## config.mk

```make
export PLATFORM = sky130hd
export DESIGN_NAME = pipe_front_regs
export DESIGN_NICKNAME = d
export VERILOG_FILES = /design/src/rtl/pipe_front_regs.sv
export SDC_FILE = /design/constraint.sdc
export NUM_CORES = 1
export LEC_CHECK = 0
export CORE_AREA = 2 2 213 215
export CTS_CLUSTER_DIAMETER = 30
export CTS_CLUSTER_SIZE = 10
export DETAILED_ROUTE_END_ITERATION = 8
export DIE_AREA = 0 0 215 217
export HOLD_SLACK_MARGIN = 0.02
export MAX_ROUTING_LAYER = met4
export PLACE_DENSITY = 0.52
export SYNTH_ARGS = -nofsm -noshare
export SYNTH_HDL_FRONTEND = slang
export SYNTH_SLANG_ARGS = --single-unit
export TNS_END_PERCENT = 50
```

## constraint.sdc

```tcl
create_clock -name i_clk -period 1.95 [get_ports i_clk]
set_input_delay 0.39 -clock i_clk [delete_from_list [all_inputs] [get_ports i_clk]]
set_output_delay 0.39 -clock i_clk [all_outputs]
set_load 0.02 [all_outputs]
```

## src/rtl/pipe_front_regs.sv

```systemverilog
// Front-end pipeline registers: PC, IF/ID and ID/EX stages with hazard
// control (stall/flush) and saturating stall/flush performance counters.
// An invalid decode slot always enters execute with an all-zero control
// bundle, so a bubble can never cause a register write-back.
module pipe_front_regs #(
    parameter int              XLEN     = 32,
    parameter int              CTRL_W   = 12,
    parameter logic [XLEN-1:0] RESET_PC = 32'h0000_0000
) (
    input  logic              i_clk,
    input  logic              i_rst,
    input  logic              i_pc_stall,
    input  logic              i_if_id_stall,
    input  logic              i_if_id_flush,
    input  logic              i_id_ex_flush,
    input  logic [XLEN-1:0]   i_pc_next,
    input  logic [31:0]       i_instr_f,
    input  logic [XLEN-1:0]   i_rd1_d,
    input  logic [XLEN-1:0]   i_rd2_d,
    input  logic [XLEN-1:0]   i_imm_d,
    input  logic [CTRL_W-1:0] i_ctrl_d,
    output logic [XLEN-1:0]   o_pc_f,
    output logic [31:0]       o_instr_d,
    output logic [XLEN-1:0]   o_pc_d,
    output logic [XLEN-1:0]   o_pc_plus4_d,
    output logic              o_valid_d,
    output logic [4:0]        o_rs1_d,
    output logic [4:0]        o_rs2_d,
    output logic [4:0]        o_rd_d,
    output logic [XLEN-1:0]   o_pc_e,
    output logic [XLEN-1:0]   o_pc_plus4_e,
    output logic [XLEN-1:0]   o_rd1_e,
    output logic [XLEN-1:0]   o_rd2_e,
    output logic [XLEN-1:0]   o_imm_e,
    output logic [4:0]        o_rs1_e,
    output logic [4:0]        o_rs2_e,
    output logic [4:0]        o_rd_e,
    output logic [CTRL_W-1:0] o_ctrl_e,
    output logic              o_valid_e,
    output logic [15:0]       o_stall_cnt,
    output logic [15:0]       o_flush_cnt
);

    localparam logic [31:0]     NOP_INSTR = 32'h0000_0013;
    localparam logic [XLEN-1:0] PC_STEP   = XLEN'(32'd4);

    // Saturating 16-bit increment used by both performance counters.
    function automatic logic [15:0] sat_inc(input logic [15:0] v);
        if (v == 16'hFFFF) begin
            return v;
        end else begin
            return v + 16'd1;
        end
    endfunction

    logic [XLEN-1:0]   pc_r;
    logic [31:0]       instr_d_r;
    logic [XLEN-1:0]   pc_d_r;
    logic [XLEN-1:0]   pc_plus4_d_r;
    logic              valid_d_r;
    logic [XLEN-1:0]   pc_e_r;
    logic [XLEN-1:0]   pc_plus4_e_r;
    logic [XLEN-1:0]   rd1_e_r;
    logic [XLEN-1:0]   rd2_e_r;
    logic [XLEN-1:0]   imm_e_r;
    logic [4:0]        rs1_e_r;
    logic [4:0]        rs2_e_r;
    logic [4:0]        rd_e_r;
    logic [CTRL_W-1:0] ctrl_e_r;
    logic              valid_e_r;
    logic [15:0]       stall_cnt_r;
    logic [15:0]       flush_cnt_r;
    logic [CTRL_W-1:0] ctrl_gated_s;
    logic [4:0]        rs1_d_s;
    logic [4:0]        rs2_d_s;
    logic [4:0]        rd_d_s;

    // Register-index fields decoded straight from the IF/ID instruction.
    always_comb begin
        rs1_d_s = instr_d_r[19:15];
        rs2_d_s = instr_d_r[24:20];
        rd_d_s  = instr_d_r[11:7];
    end

    // Kill the control bundle of an invalid decode slot before it enters EX.
    always_comb begin
        ctrl_gated_s = {CTRL_W{1'b0}};
        if (valid_d_r) begin
            ctrl_gated_s = i_ctrl_d;
        end else begin
            ctrl_gated_s = {CTRL_W{1'b0}};
        end
    end

    // PC register: hold on stall, otherwise take the upstream next address.
    always_ff @(posedge i_clk) begin
        if (i_rst) begin
            pc_r <= RESET_PC;
        end else if (!i_pc_stall) begin
            pc_r <= i_pc_next;
        end
    end

    // IF/ID register: reset/flush inject a NOP, stall holds, else load.
    always_ff @(posedge i_clk) begin
        if (i_rst || i_if_id_flush) begin
            instr_d_r    <= NOP_INSTR;
            pc_d_r       <= {XLEN{1'b0}};
            pc_plus4_d_r <= {XLEN{1'b0}};
            valid_d_r    <= 1'b0;
        end else if (!i_if_id_stall) begin
            instr_d_r    <= i_instr_f;
            pc_d_r       <= pc_r;
            pc_plus4_d_r <= pc_r + PC_STEP;
            valid_d_r    <= 1'b1;
        end
    end

    // ID/EX register: reset/flush insert an all-zero bubble, else load.
    always_ff @(posedge i_clk) begin
        if (i_rst || i_id_ex_flush) begin
            pc_e_r       <= {XLEN{1'b0}};
            pc_plus4_e_r <= {XLEN{1'b0}};
            rd1_e_r      <= {XLEN{1'b0}};
            rd2_e_r      <= {XLEN{1'b0}};
            imm_e_r      <= {XLEN{1'b0}};
            rs1_e_r      <= 5'd0;
            rs2_e_r      <= 5'd0;
            rd_e_r       <= 5'd0;
            ctrl_e_r     <= {CTRL_W{1'b0}};
            valid_e_r    <= 1'b0;
        end else begin
            pc_e_r       <= pc_d_r;
            pc_plus4_e_r <= pc_plus4_d_r;
            rd1_e_r      <= i_rd1_d;
            rd2_e_r      <= i_rd2_d;
            imm_e_r      <= i_imm_d;
            rs1_e_r      <= rs1_d_s;
            rs2_e_r      <= rs2_d_s;
            rd_e_r       <= rd_d_s;
            ctrl_e_r     <= ctrl_gated_s;
            valid_e_r    <= valid_d_r;
        end
    end

    // Saturating counts of PC-stall cycles and IF/ID-flush cycles.
    always_ff @(posedge i_clk) begin
        if (i_rst) begin
            stall_cnt_r <= 16'd0;
            flush_cnt_r <= 16'd0;
        end else begin
            if (i_pc_stall) begin
                stall_cnt_r <= sat_inc(stall_cnt_r);
            end
            if (i_if_id_flush) begin
                flush_cnt_r <= sat_inc(flush_cnt_r);
            end
        end
    end

    assign o_pc_f       = pc_r;
    assign o_instr_d    = instr_d_r;
    assign o_pc_d       = pc_d_r;
    assign o_pc_plus4_d = pc_plus4_d_r;
    assign o_valid_d    = valid_d_r;
    assign o_rs1_d      = rs1_d_s;
    assign o_rs2_d      = rs2_d_s;
    assign o_rd_d       = rd_d_s;
    assign o_pc_e       = pc_e_r;
    assign o_pc_plus4_e = pc_plus4_e_r;
    assign o_rd1_e      = rd1_e_r;
    assign o_rd2_e      = rd2_e_r;
    assign o_imm_e      = imm_e_r;
    assign o_rs1_e      = rs1_e_r;
    assign o_rs2_e      = rs2_e_r;
    assign o_rd_e       = rd_e_r;
    assign o_ctrl_e     = ctrl_e_r;
    assign o_valid_e    = valid_e_r;
    assign o_stall_cnt  = stall_cnt_r;
    assign o_flush_cnt  = flush_cnt_r;

endmodule

```

After elaboration in Yosys (flattened, before gate mapping). Index checks and enable logic that the tools add are counted.

Output and inout port bits: 364. Bits in registers: 349. Word-level logic and storage cells: 30.

Reductions and logical operators: 5. Equality and inequality tests: 2. Bitwise operators: 3. Add/sub/neg operators: 3.

Operators with widths (count): 16-bit by 1-bit adder with 16-bit output, second input constant (2); 32-bit by 3-bit adder with 32-bit output, second input constant (1); 16-bit equality test, second input constant (2); 2-bit AND reduction (2); 1-bit NOT (3); 1-bit logical OR (2); 2-bit OR reduction (1).

Depth between registers and ports, before layout.
Depth in word-level cells: 3. Gate-level depth with buffers: 6. Gate-level depth less buffers: 5.

Worst setup path after synthesis. OpenSTA, ideal clock, no wires.

Path type: register to register. Start point: register pc_r[2] (netlist: o_pc_f[2]). End point: register pc_plus4_d_r[22] (netlist: o_pc_plus4_d[22]). Arrival time: 1.776 ns. Library setup time: 0.074 ns. Slack: 0.100 ns. Cell stages (with the launch flop): 6. Path through: dfxtp_1 ha_1 and3_1 nand3_4 or4_1 a31oi_1.

Word-level cells in the longest chain between the ends: 1.

Ends and longest elaborated chain: from (decl) (RTL line 56) `logic [XLEN-1:0] pc_r;`; from (signal assigned) (RTL line 100) `pc_r <= i_pc_next;`; 32-bit by 3-bit adder with 32-bit output (RTL line 114) `pc_plus4_d_r <= pc_r + PC_STEP;`; to (signal assigned) (RTL line 109) `pc_plus4_d_r <= {XLEN{1'b0}};`; to (signal assigned) (RTL line 114); to (decl) (RTL line 59) `logic [XLEN-1:0] pc_plus4_d_r;`.

No other way between the ends. A chain may end at the register's enable or synchronous reset.

Worst setup path after layout.
Start point: register pc_e_r[4] (netlist: o_pc_e[4]). End point: output o_pc_e[4].

RTL lines: from (decl) (RTL line 61) `logic [XLEN-1:0] pc_e_r;`; from (signal assigned) (RTL line 122) `pc_e_r <= {XLEN{1'b0}};`; from (signal assigned) (RTL line 133) `pc_e_r <= pc_d_r;`; to (decl) (RTL line 30) `output logic [XLEN-1:0] o_pc_e,`.

No word-level cell between the ends.

==> results.md <==
* Worst Setup End Kind: output port
* Critical setup path kind: reg -> out
* Ports placed on the boundary at 542
* Placement-stage worst setup slack at -0.171 ns
* Max Cap Violations at 0
* Number of max-slew violations in the final report at 0
* Post-synth EDFFs at 0
* Most frequent cells after synthesis: sky130_fd_sc_hd__dfxtp_1, sky130_fd_sc_hd__and2_1, sky130_fd_sc_hd__nor2_1
* Overall Global Routing Usage at 0.199
* Clock root cell: sky130_fd_sc_hd__clkbuf_16
* Num CTS Buffers at between 90 and 100
* Detailed Routing Iterations Pass 1 at 5
* Total DRC errors in the routed layout at 0
* Post-synthesis share of cell area spent on full adders, half adders and majority gates at 0.00316
* Final cycle utilization of the critical path at 0.976
* Flip-flop and latch count after synthesis at 345
* Number of fill cells in the layout at 4320
* Site Rows at 78
* Die boundary height at 217 um
* Cell types occupying the most area after synthesis: sky130_fd_sc_hd__dfxtp_1, sky130_fd_sc_hd__and2_1, sky130_fd_sc_hd__mux2i_1
* Number of buffers and inverters on the critical path at 1
* Top-count cell post-synth: sky130_fd_sc_hd__dfxtp_1
* Yosys warns at 0
* Worst Path Max Fanout at 1
* Launching element type of the critical path: flip-flop
* Global-route wire length before repair at 67.7 mm
* Top cell family by delay on the critical path: buffers and inverters
* Static leakage power at 10.0 nW
* XOR/XNOR share of the synthesized area at 0.0111
* Slowest cell on the critical path: sky130_fd_sc_hd__clkdlybuf4s50_1
* Simple-gate share of the synthesized area at 0.210
* First-iteration detailed-routing DRC count at 503
* Sum of net half-perimeters after detailed placement at 34.5 mm
* Ordered cell list for the critical path: clkdlybuf4s50_1
* Placed Instances at 2265
* Share of cells above drive strength 1 at 0.138
* Via count of the first global-routing pass at approximately 11000
* Unrepaired setup endpoints after global routing: no
* Portion of the post-synthesis area used by sequential elements at 0.582
* Largest family of logic cells by synthesized area: simple AND/OR/NAND/NOR gates
* Setup repair bufs after CTS at 0
* Class of the tightest hold or removal check: in -> reg
* CTS tree: built
* Die Span X at ~220 um
* Power Density at ~1200 mW/mm2
* Slew at the pin with the worst max-slew slack at 0.582 ns
* Leading register cell type out of synthesis: sky130_fd_sc_hd__dfxtp_1
* H-tree depth at 3
* Shortest period the worst path allows at 1.90 ns
* Worst setup slack after layout at 0.0471 ns
* Quantity of I/O buffers inserted on ports at between 500 and 600
* Net count after synthesis at ~1300
* Total setup violations reported at the end of the flow at 0
* Cell type with the largest total area after synthesis: sky130_fd_sc_hd__dfxtp_1
* Global route overflow at 0
* Post-synthesis to final-layout area growth at 78.2%
* WP data required at 1.56 ns
* Post-Synthesis Cells at between 1000 and 1500
* Share of the synthesized area in the top cell type at 0.582
* Via density per instance at approximately 4.3
* Wire length per cell at 19.0 um
* Maximum number of pins on one net before global-route repair at 91
* Number of sinks on the clock net at 345
* Status: finished, final reports clean
* Via count at 10600
* CTS clk-pin slew, worst paths at 0.04 ns
* Post-route non-filler standard cell count at 2437
* Total number of nets in the final design at 1939
* Peak ir drop on the vdd network at between 0.0006 and 0.0007 V
* Gpl congestion at 0.889
* Delay of the slowest cell on the worst path at 0.62 ns
* Compound-cell area share of the yosys netlist at 0.0562
* Initial antenna violation count at 3
* Slew HR at 0.609
* Fraction of registers with async set or reset after synthesis at 0
* Worst Hold Margin at 0.112 ns
* Number of hold violations in the final report at 0
* Clock latency reported for the late side of the worst-skew pair at 0.60 ns
* Antenna violation net count after detailed routing at 0
* Setup clock skew after layout at 0.0142 ns
* Post-CTS Hold Fix Bufs at 0
* Mean instance size in the synthesized netlist at slightly above 10 um2
* Share of cell area taken by muxes after synthesis at 0.0942
* Critical path data arrival time at approximately 1.5 ns
* Library cells used by synthesis at between 50 and 60
* Area enclosed by the die boundary at about 0.047 mm2
* Drt total wl at ~46 mm
* Starting utilization of the core area at 0.265
* Highest Clock Rate at about 530 MHz
* Core footprint at 0.0447 mm2
* Cell area after synthesis at 0.0119 mm2
* Buffer depth of the longest clock path at 3
[registers in the layout, indices dropped and copies added, names as in the netlist]
name	flops
o_ctrl_e	12
o_flush_cnt	16
o_imm_e	32
o_instr_d	32
o_pc_d	32
o_pc_e	32
o_pc_f	32
o_pc_plus4_d	30
o_pc_plus4_e	30
o_rd1_e	32
o_rd2_e	32
o_rd_e	5
o_rs1_e	5
o_rs2_e	5
o_stall_cnt	16
o_valid_d	1
o_valid_e	1
[per-layer routing]
metal | vias up | GRT usage | part of all wire
met4 | 0 | 0.0754 | 0.024
met1 | 4954 | 0.206 | 0.38
met3 | 76 | 0.0731 | 0.085
met5 | - | - | 0
li1 | 5124 | - | -
met2 | 408 | 0.346 | 0.51
[cells in the final DEF (no fill, tap or decap), types with 6 or more instances in the layout]
cell                              Yosys  final
sky130_fd_sc_hd__nor2_1             123    121
sky130_fd_sc_hd__clkbuf_16            0     93
sky130_fd_sc_hd__and4_1               9      9
sky130_fd_sc_hd__dlymetal6s2s_1       0     19
sky130_fd_sc_hd__nor2b_1             14     14
sky130_fd_sc_hd__inv_1               19     19
sky130_fd_sc_hd__clkdlybuf4s50_1      0    249
sky130_fd_sc_hd__nor3_1              18     18
sky130_fd_sc_hd__nand2_1             30     30
sky130_fd_sc_hd__xor2_1               6      6
sky130_fd_sc_hd__nand3_1             18     18
sky130_fd_sc_hd__xnor2_1              9      9
sky130_fd_sc_hd__clkbuf_8             0     19
sky130_fd_sc_hd__buf_12               0      6
sky130_fd_sc_hd__mux2_2              13     13
sky130_fd_sc_hd__clkinvlp_4           0      6
sky130_fd_sc_hd__and2_1             167    167
sky130_fd_sc_hd__buf_4               22     67
sky130_fd_sc_hd__nand4_1             15     15
sky130_fd_sc_hd__o31ai_1             12     12
sky130_fd_sc_hd__nor4_1               7      7
sky130_fd_sc_hd__a21oi_1             26     26
sky130_fd_sc_hd__clkbuf_1            44     15
sky130_fd_sc_hd__mux2i_1             97     97
sky130_fd_sc_hd__a31oi_1             13     13
sky130_fd_sc_hd__or4_1               12     12
sky130_fd_sc_hd__and3_1              19     18
sky130_fd_sc_hd__bufinv_16            0     12
sky130_fd_sc_hd__or3_1                8      8
sky130_fd_sc_hd__dfxtp_1            345    345
sky130_fd_sc_hd__dlygate4sd2_1        0    270
sky130_fd_sc_hd__o21ai_0             30     30
sky130_fd_sc_hd__clkinv_2             0     18
[worst min-delay path: stages]
cell	delay [ns]
sky130_fd_sc_hd__buf_2	0.14
sky130_fd_sc_hd__mux2i_1	0.08
sky130_fd_sc_hd__nor2_1	0.07
[through the flow]
step           total power, mW  instance area, um2  TNS [ns]  utilization
2_1_floorplan             8.23               11900         0            -
3_3_place_gp              9.29               18200    -0.254        0.407
3_5_place_dp              9.30               18200    -0.412        0.407
4_1_cts                   24.7               21100         0        0.472
5_1_grt                   25.3               21100         0        0.473
6_report                  24.4               21100         0        0.473
[power breakdown]
| group | internal (mW) | switching (mW) | total (mW) |
|---|---|---|---|
| combinational | 0.809 | 0.832 | 1.64 |
| sequential | 7.28 | 0.111 | 7.39 |
| clock | 10.9 | 4.42 | 15.4 |
| total | 19.0 | 5.36 | 24.4 |
[what timing repair did]
| action | CTS | global route |
|---|---|---|
| endpoints found under the hold margin | 0 | 0 |
| gates resized for setup | 270 | 20 |
| endpoints found under the setup margin | 270 | 23 |
[kinds of logic (layout without fill, tap and decap cells)]
group,after synthesis,after routing
multiplexers,110,110
buffers and inverters,109,802
flip-flops,345,345
adder cells (fa/ha/maj),3,3
other,0,2
AO/OA/AOI/OAI,106,106
XOR/XNOR,15,15
AND/OR/NAND/NOR,454,454
[path summary, 6_finish.rpt]
path,startpoint,depth (start not counted),endpoint,slack [ns]
max,o_pc_e[4]$_SDFF_PP0_,1,o_pc_e[4],0.05
min reg2reg,o_pc_plus4_d[2]$_SDFFE_PP0N_,1,o_pc_plus4_e[2]$_SDFF_PP0_,0.47
min,i_pc_stall,3,o_pc_f[11]$_SDFFE_PP0N_,0.11
max reg2reg,o_pc_f[2]$_SDFFE_PP0N_,5,o_pc_plus4_d[31]$_SDFFE_PP0N_,0.16
[cell type report]
class	count	area [um2]	share of cell area
antenna	2	5.00	0.000237
inverter	20	75.1	0.00355
tap	600	751	0.0355
multi-input combinational	688	4460	0.211
sequential	345	6910	0.327
clock inverter	43	572	0.0271
clock buffer	127	2650	0.125
timing repair buffer	612	5720	0.271
(Power assumes the default switching activity.)
